File: src/rtl/mips32_multicycle_core.sv
// Multi-cycle MIPS32 subset core: FSM-sequenced datapath, one shared
// req/ready memory port, precise halt-on-fault and a retire pulse.
module mips32_multicycle_core #(
    parameter int          ADDR_W   = 10,
    parameter logic [31:0] RESET_PC = 32'h0000_0000
) (
    input  logic              clk,
    input  logic              rst,
    output logic              mem_req,
    output logic              mem_we,
    output logic [ADDR_W-1:0] mem_addr,
    output logic [31:0]       mem_wdata,
    input  logic [31:0]       mem_rdata,
    input  logic              mem_ready,
    output logic              retire,
    output logic              halted,
    output logic [1:0]        halt_cause,
    output logic [31:0]       pc_out
);

    typedef enum logic [2:0] {
        FETCH,
        DECODE,
        EXEC,
        MEM,
        WB,
        HALT
    } state_e;

    typedef enum logic [2:0] {
        ALU_ADD,
        ALU_SUB,
        ALU_AND,
        ALU_OR,
        ALU_SLT
    } aluOp_e;

    localparam logic [32:0] ADDR_LIMIT = 33'd1 << ADDR_W;

    state_e      state;
    state_e      nextState;
    logic [31:0] pc;
    logic [31:0] npc;
    logic [31:0] ir;
    logic [31:0] regA;
    logic [31:0] regB;
    logic [31:0] aluOut;
    logic [31:0] mdr;
    logic [1:0]  cause;
    logic [31:0] regFile [32];

    logic [5:0]  opc;
    logic [5:0]  func;
    logic [4:0]  rs;
    logic [4:0]  rt;
    logic [4:0]  rd;
    logic [15:0] imm16;
    logic [4:0]  unusedShamt;

    assign opc         = ir[31:26];
    assign rs          = ir[25:21];
    assign rt          = ir[20:16];
    assign rd          = ir[15:11];
    assign unusedShamt = ir[10:6];
    assign func        = ir[5:0];
    assign imm16       = ir[15:0];

    logic   instValid;
    logic   isRType;
    logic   isLw;
    logic   isSw;
    logic   isBeq;
    logic   isBne;
    logic   isJ;
    logic   zeroExt;
    aluOp_e aluOp;

    always_comb begin
        instValid = 1'b1;
        isRType   = 1'b0;
        isLw      = 1'b0;
        isSw      = 1'b0;
        isBeq     = 1'b0;
        isBne     = 1'b0;
        isJ       = 1'b0;
        zeroExt   = 1'b0;
        aluOp     = ALU_ADD;
        case (opc)
            6'h00: begin
                isRType = 1'b1;
                case (func)
                    6'h20:   aluOp = ALU_ADD;
                    6'h22:   aluOp = ALU_SUB;
                    6'h24:   aluOp = ALU_AND;
                    6'h25:   aluOp = ALU_OR;
                    6'h2A:   aluOp = ALU_SLT;
                    default: instValid = 1'b0;
                endcase
            end
            6'h08: aluOp = ALU_ADD;
            6'h0A: aluOp = ALU_SLT;
            6'h0C: begin
                aluOp   = ALU_AND;
                zeroExt = 1'b1;
            end
            6'h0D: begin
                aluOp   = ALU_OR;
                zeroExt = 1'b1;
            end
            6'h23:   isLw  = 1'b1;
            6'h2B:   isSw  = 1'b1;
            6'h04:   isBeq = 1'b1;
            6'h05:   isBne = 1'b1;
            6'h02:   isJ   = 1'b1;
            default: instValid = 1'b0;
        endcase
    end

    logic        isCtrl;
    logic        isMem;
    logic [31:0] imm32;
    logic [31:0] aluB;
    logic [31:0] aluResult;
    logic        branchTaken;
    logic [31:0] ctrlTarget;
    logic        pcInRange;
    logic        addrOk;
    logic [4:0]  destReg;
    logic [31:0] rdA;
    logic [31:0] rdB;

    assign isCtrl = isBeq | isBne | isJ;
    assign isMem  = isLw | isSw;
    assign imm32  = zeroExt ? {16'h0000, imm16} : {{16{imm16[15]}}, imm16};
    assign aluB   = isRType ? regB : imm32;

    always_comb begin
        aluResult = regA + aluB;
        case (aluOp)
            ALU_SUB: aluResult = regA - aluB;
            ALU_AND: aluResult = regA & aluB;
            ALU_OR:  aluResult = regA | aluB;
            ALU_SLT: aluResult = {31'd0, $signed(regA) < $signed(aluB)};
            default: aluResult = regA + aluB;
        endcase
    end

    assign branchTaken = isJ | (isBeq & (regA == regB)) | (isBne & (regA != regB));
    assign ctrlTarget  = isJ ? {npc[31:28], ir[25:0], 2'b00}
                             : npc + {imm32[29:0], 2'b00};

    // Range checks are done on 33 bits so ADDR_W may approach 32.
    assign pcInRange = {1'b0, pc} < ADDR_LIMIT;
    assign addrOk    = (aluResult[1:0] == 2'b00) && ({1'b0, aluResult} < ADDR_LIMIT);
    assign destReg   = isRType ? rd : rt;
    assign rdA       = (rs == 5'd0) ? 32'd0 : regFile[rs];
    assign rdB       = (rt == 5'd0) ? 32'd0 : regFile[rt];

    always_ff @(posedge clk or negedge rst) begin
        if (!rst) begin
            state <= FETCH;
        end else begin
            state <= nextState;
        end
    end

    always_comb begin
        nextState = state;
        case (state)
            FETCH: begin
                if (!pcInRange) begin
                    nextState = HALT;
                end else if (mem_ready) begin
                    nextState = DECODE;
                end
            end
            DECODE: nextState = instValid ? EXEC : HALT;
            EXEC: begin
                if (isCtrl) begin
                    nextState = FETCH;
                end else if (isMem) begin
                    nextState = addrOk ? MEM : HALT;
                end else begin
                    nextState = WB;
                end
            end
            MEM: begin
                if (mem_ready) begin
                    nextState = isSw ? FETCH : WB;
                end
            end
            WB:      nextState = FETCH;
            default: nextState = HALT;
        endcase
    end

    // Gated by rst so an async reset drops the request in the same cycle.
    always_comb begin
        mem_req   = 1'b0;
        mem_we    = 1'b0;
        mem_addr  = '0;
        mem_wdata = '0;
        retire    = 1'b0;
        if (rst) begin
            case (state)
                FETCH: begin
                    if (pcInRange) begin
                        mem_req  = 1'b1;
                        mem_addr = pc[ADDR_W-1:0];
                    end
                end
                EXEC: retire = isCtrl;
                MEM: begin
                    mem_req   = 1'b1;
                    mem_we    = isSw;
                    mem_addr  = aluOut[ADDR_W-1:0];
                    mem_wdata = isSw ? regB : 32'd0;
                    retire    = isSw & mem_ready;
                end
                WB:      retire = 1'b1;
                default: retire = 1'b0;
            endcase
        end
    end

    always_ff @(posedge clk or negedge rst) begin
        if (!rst) begin
            pc     <= RESET_PC;
            npc    <= '0;
            ir     <= '0;
            regA   <= '0;
            regB   <= '0;
            aluOut <= '0;
            mdr    <= '0;
            cause  <= 2'd0;
            for (int i = 0; i < 32; i++) begin
                regFile[i] <= '0;
            end
        end else begin
            case (state)
                FETCH: begin
                    if (!pcInRange) begin
                        cause <= 2'd3;
                    end else if (mem_ready) begin
                        ir  <= mem_rdata;
                        npc <= pc + 32'd4;
                    end
                end
                DECODE: begin
                    regA <= rdA;
                    regB <= rdB;
                    if (!instValid) begin
                        cause <= 2'd1;
                    end
                end
                EXEC: begin
                    aluOut <= aluResult;
                    if (isCtrl) begin
                        pc <= branchTaken ? ctrlTarget : npc;
                    end else if (isMem && !addrOk) begin
                        cause <= 2'd2;
                    end
                end
                MEM: begin
                    if (mem_ready) begin
                        if (isSw) begin
                            pc <= npc;
                        end else begin
                            mdr <= mem_rdata;
                        end
                    end
                end
                WB: begin
                    if (destReg != 5'd0) begin
                        regFile[destReg] <= isLw ? mdr : aluOut;
                    end
                    pc <= npc;
                end
                default: ;
            endcase
        end
    end

    assign halted     = (state == HALT);
    assign halt_cause = cause;
    assign pc_out     = pc;

endmodule

File: config.mk
export PLATFORM = sky130hd
export DESIGN_NAME = mips32_multicycle_core
export DESIGN_NICKNAME = d
export VERILOG_FILES = /design/src/rtl/mips32_multicycle_core.sv
export SDC_FILE = /design/constraint.sdc
export NUM_CORES = 2
export LEC_CHECK = 0
export CAP_MARGIN = 20
export CELL_PAD_IN_SITES_DETAIL_PLACEMENT = 1
export CELL_PAD_IN_SITES_GLOBAL_PLACEMENT = 1
export CORE_UTILIZATION = 25
export CTS_CLUSTER_DIAMETER = 30
export DETAILED_ROUTE_END_ITERATION = 10
export PLACE_DENSITY_LB_ADDON = 0.1
export SLEW_MARGIN = 15
export SYNTH_ARGS = -nofsm -noshare
export SYNTH_HDL_FRONTEND = slang
export SYNTH_SLANG_ARGS = --single-unit
export TNS_END_PERCENT = 5
File: constraint.sdc
create_clock -name clk -period 7.35 [get_ports clk]
set_input_delay 1.8375 -clock clk [delete_from_list [all_inputs] [get_ports clk]]
set_output_delay 1.8375 -clock clk [all_outputs]
set_load 0.01 [all_outputs]
Yosys cells after proc, flatten, opt, wreduce, memory -nomap -nowiden
Index checks and enable logic that the tools add are counted.
Storage, ports and cells
  register bits: 1253
  input port bits: 35
Cells by class
  add/sub/neg operators: 4
  order comparisons: 7
  eq/ne operators: 33
  mux-type cells: 60
  bitwise logic cells: 14
  reductions and logical operators: 21
Operators by type and width (count)
  bitwise mux 1024 bit: 1
  2-to-1 mux 32 bit: 18
  binary-select mux 32 bit (select 5 bit): 2
  demux 32 bit (select 5 bit): 1
  one-hot mux 32 bit (4 select lines): 1
  one-hot mux 32 bit (3 select lines): 1
  adder 32 bit: 2
  < comparator 32 x 11 -> 1 bit, second input constant: 2
  == test 6 bit, second input constant: 7
  adder 32 x 3 -> 32 bit, second input constant: 1
  bitwise AND 32 bit: 1
  == test 32 bit: 1
  < comparator 32 bit: 1
  != test 32 bit: 1
  bitwise OR 32 bit: 1
  subtractor 32 bit: 1
  == test 6 x 4 -> 1 bit, second input constant: 4
  2-to-1 mux 3 bit: 8
  one-hot mux 3 bit (4 select lines): 2
  2-to-1 mux 10 bit: 2
  one-hot mux 10 bit (2 select lines): 1
  >= comparator 6 bit, second input constant: 3
  inverter 5 -> 6 bit: 3
  one-hot mux 3 bit (5 select lines): 1
  32 further kinds: 73

Depth between registers and ports, before layout
  word-level depth: 14
  mapped depth: 24

Least setup slack after synthesis
Ideal clock, no wire load.
  kind: reg-to-reg
  start: register ir[28]
  end: register state[2]
  library setup time: 126 ps
  arrival time: 5242 ps
  setup slack: 1982 ps
  cell stages (with the launch flop): 24
  buffers on the path: 3
  clock period less this slack: 5368 ps
  cells stage by stage: dfrtp_1 -> buf_6 -> or4_1 -> nor3_1 -> clkbuf_1 -> buf_1 -> nand2_1 -> nand2_1 -> ha_1 -> inv_1 -> fa_1 -> nor2b_1 -> o21a_1 -> o211ai_1 -> a21oi_2 -> a31oi_1 -> o21ai_0 -> a221o_1 -> a221oi_1 -> and4_1 -> nand4_1 -> nor4_1 -> nand4_1 -> o311a_1
On the way
  cells in the longest elaborated chain, start to end: 13
RTL lines
  start: declaration: line 44  | logic [31:0] ir;
  start signal: assignment: line 245  | ir <= mem_rdata;
  == test 6 x 4 -> 1 bit: line 88  | case (opc)
  OR reduction 2 bit (no line)
  2-to-1 mux 1 bit: line 88
  2-to-1 mux 32 bit: line 134  | assign imm32 = zeroExt ? {16'h0000, imm16} : {{16{imm16[15]}}, imm16};
  2-to-1 mux 32 bit: line 135  | assign aluB = isRType ? regB : imm32;
  adder 32 bit (tied with other cells): line 144  | default: aluResult = regA + aluB;
  one-hot mux 32 bit (4 select lines): line 139  | case (aluOp)
  < comparator 32 x 11 -> 1 bit / zero test 2 bit (equally long branches): line 154  | assign addrOk = (aluResult[1:0] == 2'b00) && ({1'b0, aluResult} < ADDR_LIMIT);
  logical AND 1 bit: line 154
  2-to-1 mux 3 bit: line 182  | nextState = addrOk ? MEM : HALT;
  2-to-1 mux 3 bit: line 181  | end else if (isMem) begin
  2-to-1 mux 3 bit: line 179  | if (isCtrl) begin
  one-hot mux 3 bit (5 select lines) (*): line 169  | case (state)
  end signal: assignment: line 163  | state <= nextState;
  end: declaration: line 40  | state_e state;
Mark *: on every way between the ends. The rest lies on a longest branch, timed or not. The select of a mux whose other input is x is not followed.
A chain may end at the register's enable or synchronous reset.

Worst setup path in the final report
  start: register ir[29]
  end: register state[2]
Same word-level chain as after synthesis.

==> impl_table.tex <==
\begin{tabular}{lr}
\hline
Metric & Value \\
\hline
\multicolumn{2}{l}{\textbf{Logic synthesis}} \\
\quad Combinational family with the most area after synthesis & multiplexers \\
\quad Post-synth EDFFs & 0 \\
\quad Post-synthesis net count & 6726 \\
\quad Mean post-synth cell area & 10.49 sq um \\
\quad Yosys Warn Count & 0 \\
\quad Compound-Gate Fraction of Synth Area & 14.89\% \\
\quad Synth area leaders & sky130\_fd\_sc\_hd\_\_dfrtp\_1 (46\%), sky130\_fd\_sc\_hd\_\_mux4\_2 (17\%), sky130\_fd\_sc\_hd\_\_o21ai\_0 (4.9\%), sky130\_fd\_sc\_hd\_\_nand2\_1 (4.7\%), sky130\_fd\_sc\_hd\_\_a21oi\_1 (4.6\%) \\
\quad Combined area of all synthesized cells & 0.06882 sq mm \\
\quad Adder-Cell Fraction of Synth Area & 2.378\% \\
\quad Fraction of the yosys area taken by sequential cells & 45.56\% \\
\quad Asr flop ratio synth & between 90\% and 100\% \\
\quad Number of register bits inferred by synthesis & 1253 \\
\quad Commonest register cell after synthesis & sky130\_fd\_sc\_hd\_\_dfrtp\_1 \\
\quad Multiplexer area fraction after synthesis & 21.07\% \\
\quad Top cell type's share of synthesized area & between 40\% and 50\% \\
\quad Xor/xnor cell area share of the yosys netlist & 0.8782\% \\
\quad Syn Inst Count & 6562 \\
\quad Distinct cell type count of the synthesized netlist & between 80 and 90 \\
\quad Most area-hungry cell type in the Yosys netlist & sky130\_fd\_sc\_hd\_\_dfrtp\_1 \\
\quad Simple-gate area share of the yosys netlist & 11.13\% \\
\multicolumn{2}{l}{\textbf{Floorplanning}} \\
\quad Area inside the core boundary & 0.2736 sq mm \\
\quad Die width & 526.7 microns \\
\quad Starting density of the core & 25.15\% \\
\quad Vertical die dimension & 526.7 microns \\
\quad Site row count & 192 \\
\quad Num ports & approximately 120 \\
\quad Die ar. & around 0.28 sq mm \\
\multicolumn{2}{l}{\textbf{STA}} \\
\quad Final count of negative-setup-slack endpoints & 0 \\
\quad Slew @ Worst Pin & roughly 1.1 ns \\
\quad Period utilisation layout & 88.24\% \\
\quad Final setup slack of the worst path & 0.8646 ns \\
\quad Max-slew violation count & 0 \\
\quad Worst max-slew margin expressed relative to the limit & 24.61\% \\
\quad Top achievable clock speed & 154.2 MHz \\
\quad Final period demand of the worst path & 6.485 ns \\
\quad TNS Setup & 0 ns \\
\quad Final hold violation count & 0 \\
\quad Final clock skew & 0.07197 ns \\
\quad Unrepaired setup endpoints after global routing & false \\
\quad WHS & 0.3914 ns \\
\multicolumn{2}{l}{\textbf{Setup path}} \\
\quad Category of the worst setup path launch point & flip-flop \\
\quad Worst R2R Start & ir[29]\$\_DFFE\_PN0P\_ \\
\quad Critical path data arrival time & 7.22 ns \\
\quad Register-to-register path setup slack & 0.86 ns \\
\quad Data required time at the worst endpoint & between 8 and 9 ns \\
\quad Worst reg2reg path depth & 19 \\
\quad Reg2Reg Capture Point & state[2]\$\_DFFE\_PN0P\_ \\
\quad Startpoint-to-endpoint class of the critical path & flip-flop to flip-flop \\
\quad Critical path endpoint category & flip-flop \\
\quad Maximum fanout along the worst path & 27 \\
\multicolumn{2}{l}{\textbf{Run}} \\
\quad Max-cap violations & 0 \\
\multicolumn{2}{l}{\textbf{Global routing}} \\
\quad First-pass GRT wire length & 444900 microns \\
\quad Largest net degree at the start of global routing & 148 \\
\quad Grt ovf & 0 \\
\quad Number of antenna violations at the first check in global routing & 12 \\
\quad Vias in the first global route & 58110 \\
\quad Global Route Usage Sum & 22.09\% \\
\multicolumn{2}{l}{\textbf{Final layout}} \\
\quad Fill cell count & 29740 \\
\quad Util after Layout & 32.12\% \\
\quad Footprint of the multi-input gates & about 0.035 sq mm \\
\quad Layout-stage area growth over the synthesis result & 27.71\% \\
\quad Seq. cell area & 0.03139 sq mm \\
\quad Layout cell share with drive strength beyond 1 & about 22\% \\
\quad Count of nets after finishing & 6778 \\
\multicolumn{2}{l}{\textbf{Detailed routing}} \\
\quad Post-detailed-routing wire length & 306900 microns \\
\quad Number of optimization iterations in the first detailed-route pass & 5 \\
\quad Antenna violation net count after detailed routing & 0 \\
\quad Number of DRC violations after detailed routing & 0 \\
\quad Mean number of vias per cell & 5.187 \\
\quad Average wire per cell in the routed design & 29.18 microns \\
\quad Total number of vias & 54560 \\
\quad Drt first-iter violations & 3548 \\
\multicolumn{2}{l}{\textbf{Min path}} \\
\quad Worst min-delay path endpoint & regFile[1008]\$\_DFFE\_PN0P\_ \\
\quad Worst Hold Depth & 0 \\
\quad Worst hold start & regFile[1008]\$\_DFFE\_PN0P\_ \\
\quad Classification of the worst-slack hold path & flip-flop to flip-flop \\
\multicolumn{2}{l}{\textbf{Clock tree}} \\
\quad Post-cts resize count & 0 \\
\quad Number of buffers inserted for hold repair after clock tree synthesis & 0 \\
\quad Total CTS buffers & 391 \\
\quad TritonCTS Sinks & 1253 \\
\quad Maximum number of buffers from clock root to sink & 4 \\
\quad Clk Latency, worst-skew pair & 0.91 ns \\
\quad Root Buffer Master & sky130\_fd\_sc\_hd\_\_clkbuf\_16 \\
\quad Clock edge transition at the registers on the reported setup and hold paths & 0.04 ns \\
\quad H-tree levels & 5 \\
\quad TritonCTS clock tree & built \\
\quad Post-CTS Setup Bufs & 0 \\
\multicolumn{2}{l}{\textbf{Run status}} \\
\quad Run status & completed \\
\multicolumn{2}{l}{\textbf{Power}} \\
\quad Worst vdd ir & 195.1 uV \\
\quad Power density cells & around 280 mW/mm\^{}2 \\
\quad Leakage power & 0.03714 uW \\
\multicolumn{2}{l}{\textbf{Placed design}} \\
\quad Post-Place Worst Slack & 0.9855 ns \\
\quad Post-DP HPWL & 191100 microns \\
\quad Count of buffers inserted at the top-level ports & 114 \\
\quad Routability congestion estimate & about 0.90 \\
\hline
\end{tabular}
==> logic make-up after synthesis <==
logic type / Yosys count
compound gates: 1775
xor+xnor: 69
fa+ha+maj: 129
buf+inv: 731
flops: 1253
mux: 782
simple gates: 1823
==> worst max-delay path, cell delays in order (launching register included) <==
cell and delay (ns):
sky130_fd_sc_hd__dfrtp_1 0.50, sky130_fd_sc_hd__or4_1 0.60, sky130_fd_sc_hd__nor3_2 0.16, sky130_fd_sc_hd__buf_4 0.42
sky130_fd_sc_hd__a21o_1 0.24, sky130_fd_sc_hd__inv_1 0.10, sky130_fd_sc_hd__fa_1 0.39, sky130_fd_sc_hd__nor2b_1 0.15
sky130_fd_sc_hd__o21a_1 0.18, sky130_fd_sc_hd__o211ai_1 0.24, sky130_fd_sc_hd__a21oi_2 0.18, sky130_fd_sc_hd__a31oi_1 0.41
sky130_fd_sc_hd__o21ai_0 0.17, sky130_fd_sc_hd__a221o_1 0.38, sky130_fd_sc_hd__a221oi_1 0.53, sky130_fd_sc_hd__and4_1 0.32
sky130_fd_sc_hd__nand4_1 0.17, sky130_fd_sc_hd__nor4_1 0.43, sky130_fd_sc_hd__nand4_1 0.35, sky130_fd_sc_hd__o311a_1 0.43
==> routing by layer <==
layer	global-route usage (%)	vias up	wire length, microns
li1	-	24010	-
met1	31.12	28870	144700
met2	35.67	1277	143500
met3	2.981	403	12530
met4	5.302	0	6110
met5	0	-	0
==> cell usage in the layout, fill, tap and decap left out, types with 27 or more instances in the layout <==
cell type                         Yosys  layout
sky130_fd_sc_hd__a211oi_1            30      30
sky130_fd_sc_hd__a21o_1              51      51
sky130_fd_sc_hd__a21oi_1            632     632
sky130_fd_sc_hd__a221oi_1            30      30
sky130_fd_sc_hd__a22o_1              35      35
sky130_fd_sc_hd__and2_1              66      63
sky130_fd_sc_hd__buf_4                0     136
sky130_fd_sc_hd__bufinv_16            0      44
sky130_fd_sc_hd__clkbuf_1           511      70
sky130_fd_sc_hd__clkbuf_16            0     395
sky130_fd_sc_hd__clkbuf_8             0      93
sky130_fd_sc_hd__clkdlybuf4s50_1      0     113
sky130_fd_sc_hd__clkinv_2             0      71
sky130_fd_sc_hd__dfrtp_1           1253    1243
sky130_fd_sc_hd__ha_1               126     126
sky130_fd_sc_hd__inv_1              110     110
sky130_fd_sc_hd__mux2_2             114     114
sky130_fd_sc_hd__mux2i_1            146     114
sky130_fd_sc_hd__mux4_2             522     522
sky130_fd_sc_hd__nand2_1            861     843
sky130_fd_sc_hd__nand2b_1            33      30
sky130_fd_sc_hd__nand3_1             40      40
sky130_fd_sc_hd__nor2_1             637     623
sky130_fd_sc_hd__nor2b_1             40      39
sky130_fd_sc_hd__nor3_1              32      30
sky130_fd_sc_hd__nor4_1              28      27
sky130_fd_sc_hd__o211ai_1            38      38
sky130_fd_sc_hd__o21ai_0            673     673
sky130_fd_sc_hd__o221ai_1            32      32
sky130_fd_sc_hd__o22ai_1             71      71
sky130_fd_sc_hd__xor2_1              46      46
==> through the flow <==
stage / total power (uW) / cell area, sq um / cells
detailed placement: 7229 / 74400 / 9810
CTS: 24520 / 87860 / 10510
floorplan: 7027 / 68820 / 6562
global route: 24930 / 87870 / 10510
global placement: 7229 / 74140 / 9800
finish: 24200 / 87880 / 10520
==> Yosys cell counts, types with 32 or more instances <==
cell	instances
sky130_fd_sc_hd__clkbuf_1	511
sky130_fd_sc_hd__nand3_1	40
sky130_fd_sc_hd__o221ai_1	32
sky130_fd_sc_hd__buf_1	82
sky130_fd_sc_hd__mux2_2	114
sky130_fd_sc_hd__mux2i_1	146
sky130_fd_sc_hd__mux4_2	522
sky130_fd_sc_hd__o21ai_0	673
sky130_fd_sc_hd__nand2_1	861
sky130_fd_sc_hd__xor2_1	46
sky130_fd_sc_hd__a21o_1	51
sky130_fd_sc_hd__a21oi_1	632
sky130_fd_sc_hd__nor2_1	637
sky130_fd_sc_hd__and2_1	66
sky130_fd_sc_hd__o211ai_1	38
sky130_fd_sc_hd__dfrtp_1	1253
sky130_fd_sc_hd__nor2b_1	40
sky130_fd_sc_hd__ha_1	126
sky130_fd_sc_hd__inv_1	110
sky130_fd_sc_hd__nor3_1	32
sky130_fd_sc_hd__a22o_1	35
sky130_fd_sc_hd__nand2b_1	33
sky130_fd_sc_hd__o22ai_1	71
==> worst max path at each step <==
stage	from	to	slack, ns	cells past startpoint
floorplan	ir[28]$_DFFE_PN0P_	state[2]$_DFFE_PN0P_	1.98	23
global placement	ir[29]$_DFFE_PN0P_	state[2]$_DFFE_PN0P_	1.12	19
detailed placement	ir[29]$_DFFE_PN0P_	state[2]$_DFFE_PN0P_	0.99	19
CTS	ir[29]$_DFFE_PN0P_	state[2]$_DFFE_PN0P_	0.96	19
global route	ir[29]$_DFFE_PN0P_	state[2]$_DFFE_PN0P_	0.68	20
finish	ir[29]$_DFFE_PN0P_	state[2]$_DFFE_PN0P_	0.86	19
==> power breakdown <==
part           internal (uW)  switching, uW
Sequential              6930              0
Combinational           26.2            166
Clock                  12200           4920
Total                  19100           5080
==> sequential cells by signal (all words and copies together) (netlist names) <==
| register | flops |
|---|---|
| aluOut | 32 |
| state | 3 |
| mdr | 32 |
| halt_cause | 2 |
| ir | 32 |
| regB | 32 |
| pc_out | 32 |
| npc | 32 |
| regA | 32 |
| regFile | 1024 |
==> area by class of cell <==
type / count / area share [%]
sequential: 1253 / 35.72
clock buffer: 558 / 13.00
clock inverter: 142 / 2.321
timing repair buffer: 279 / 3.203
tap: 3589 / 5.110
inverter: 111 / 0.4741
multi-input combinational: 4578 / 40.15
antenna: 8 / 0.02278
(Power assumes the default switching activity.)
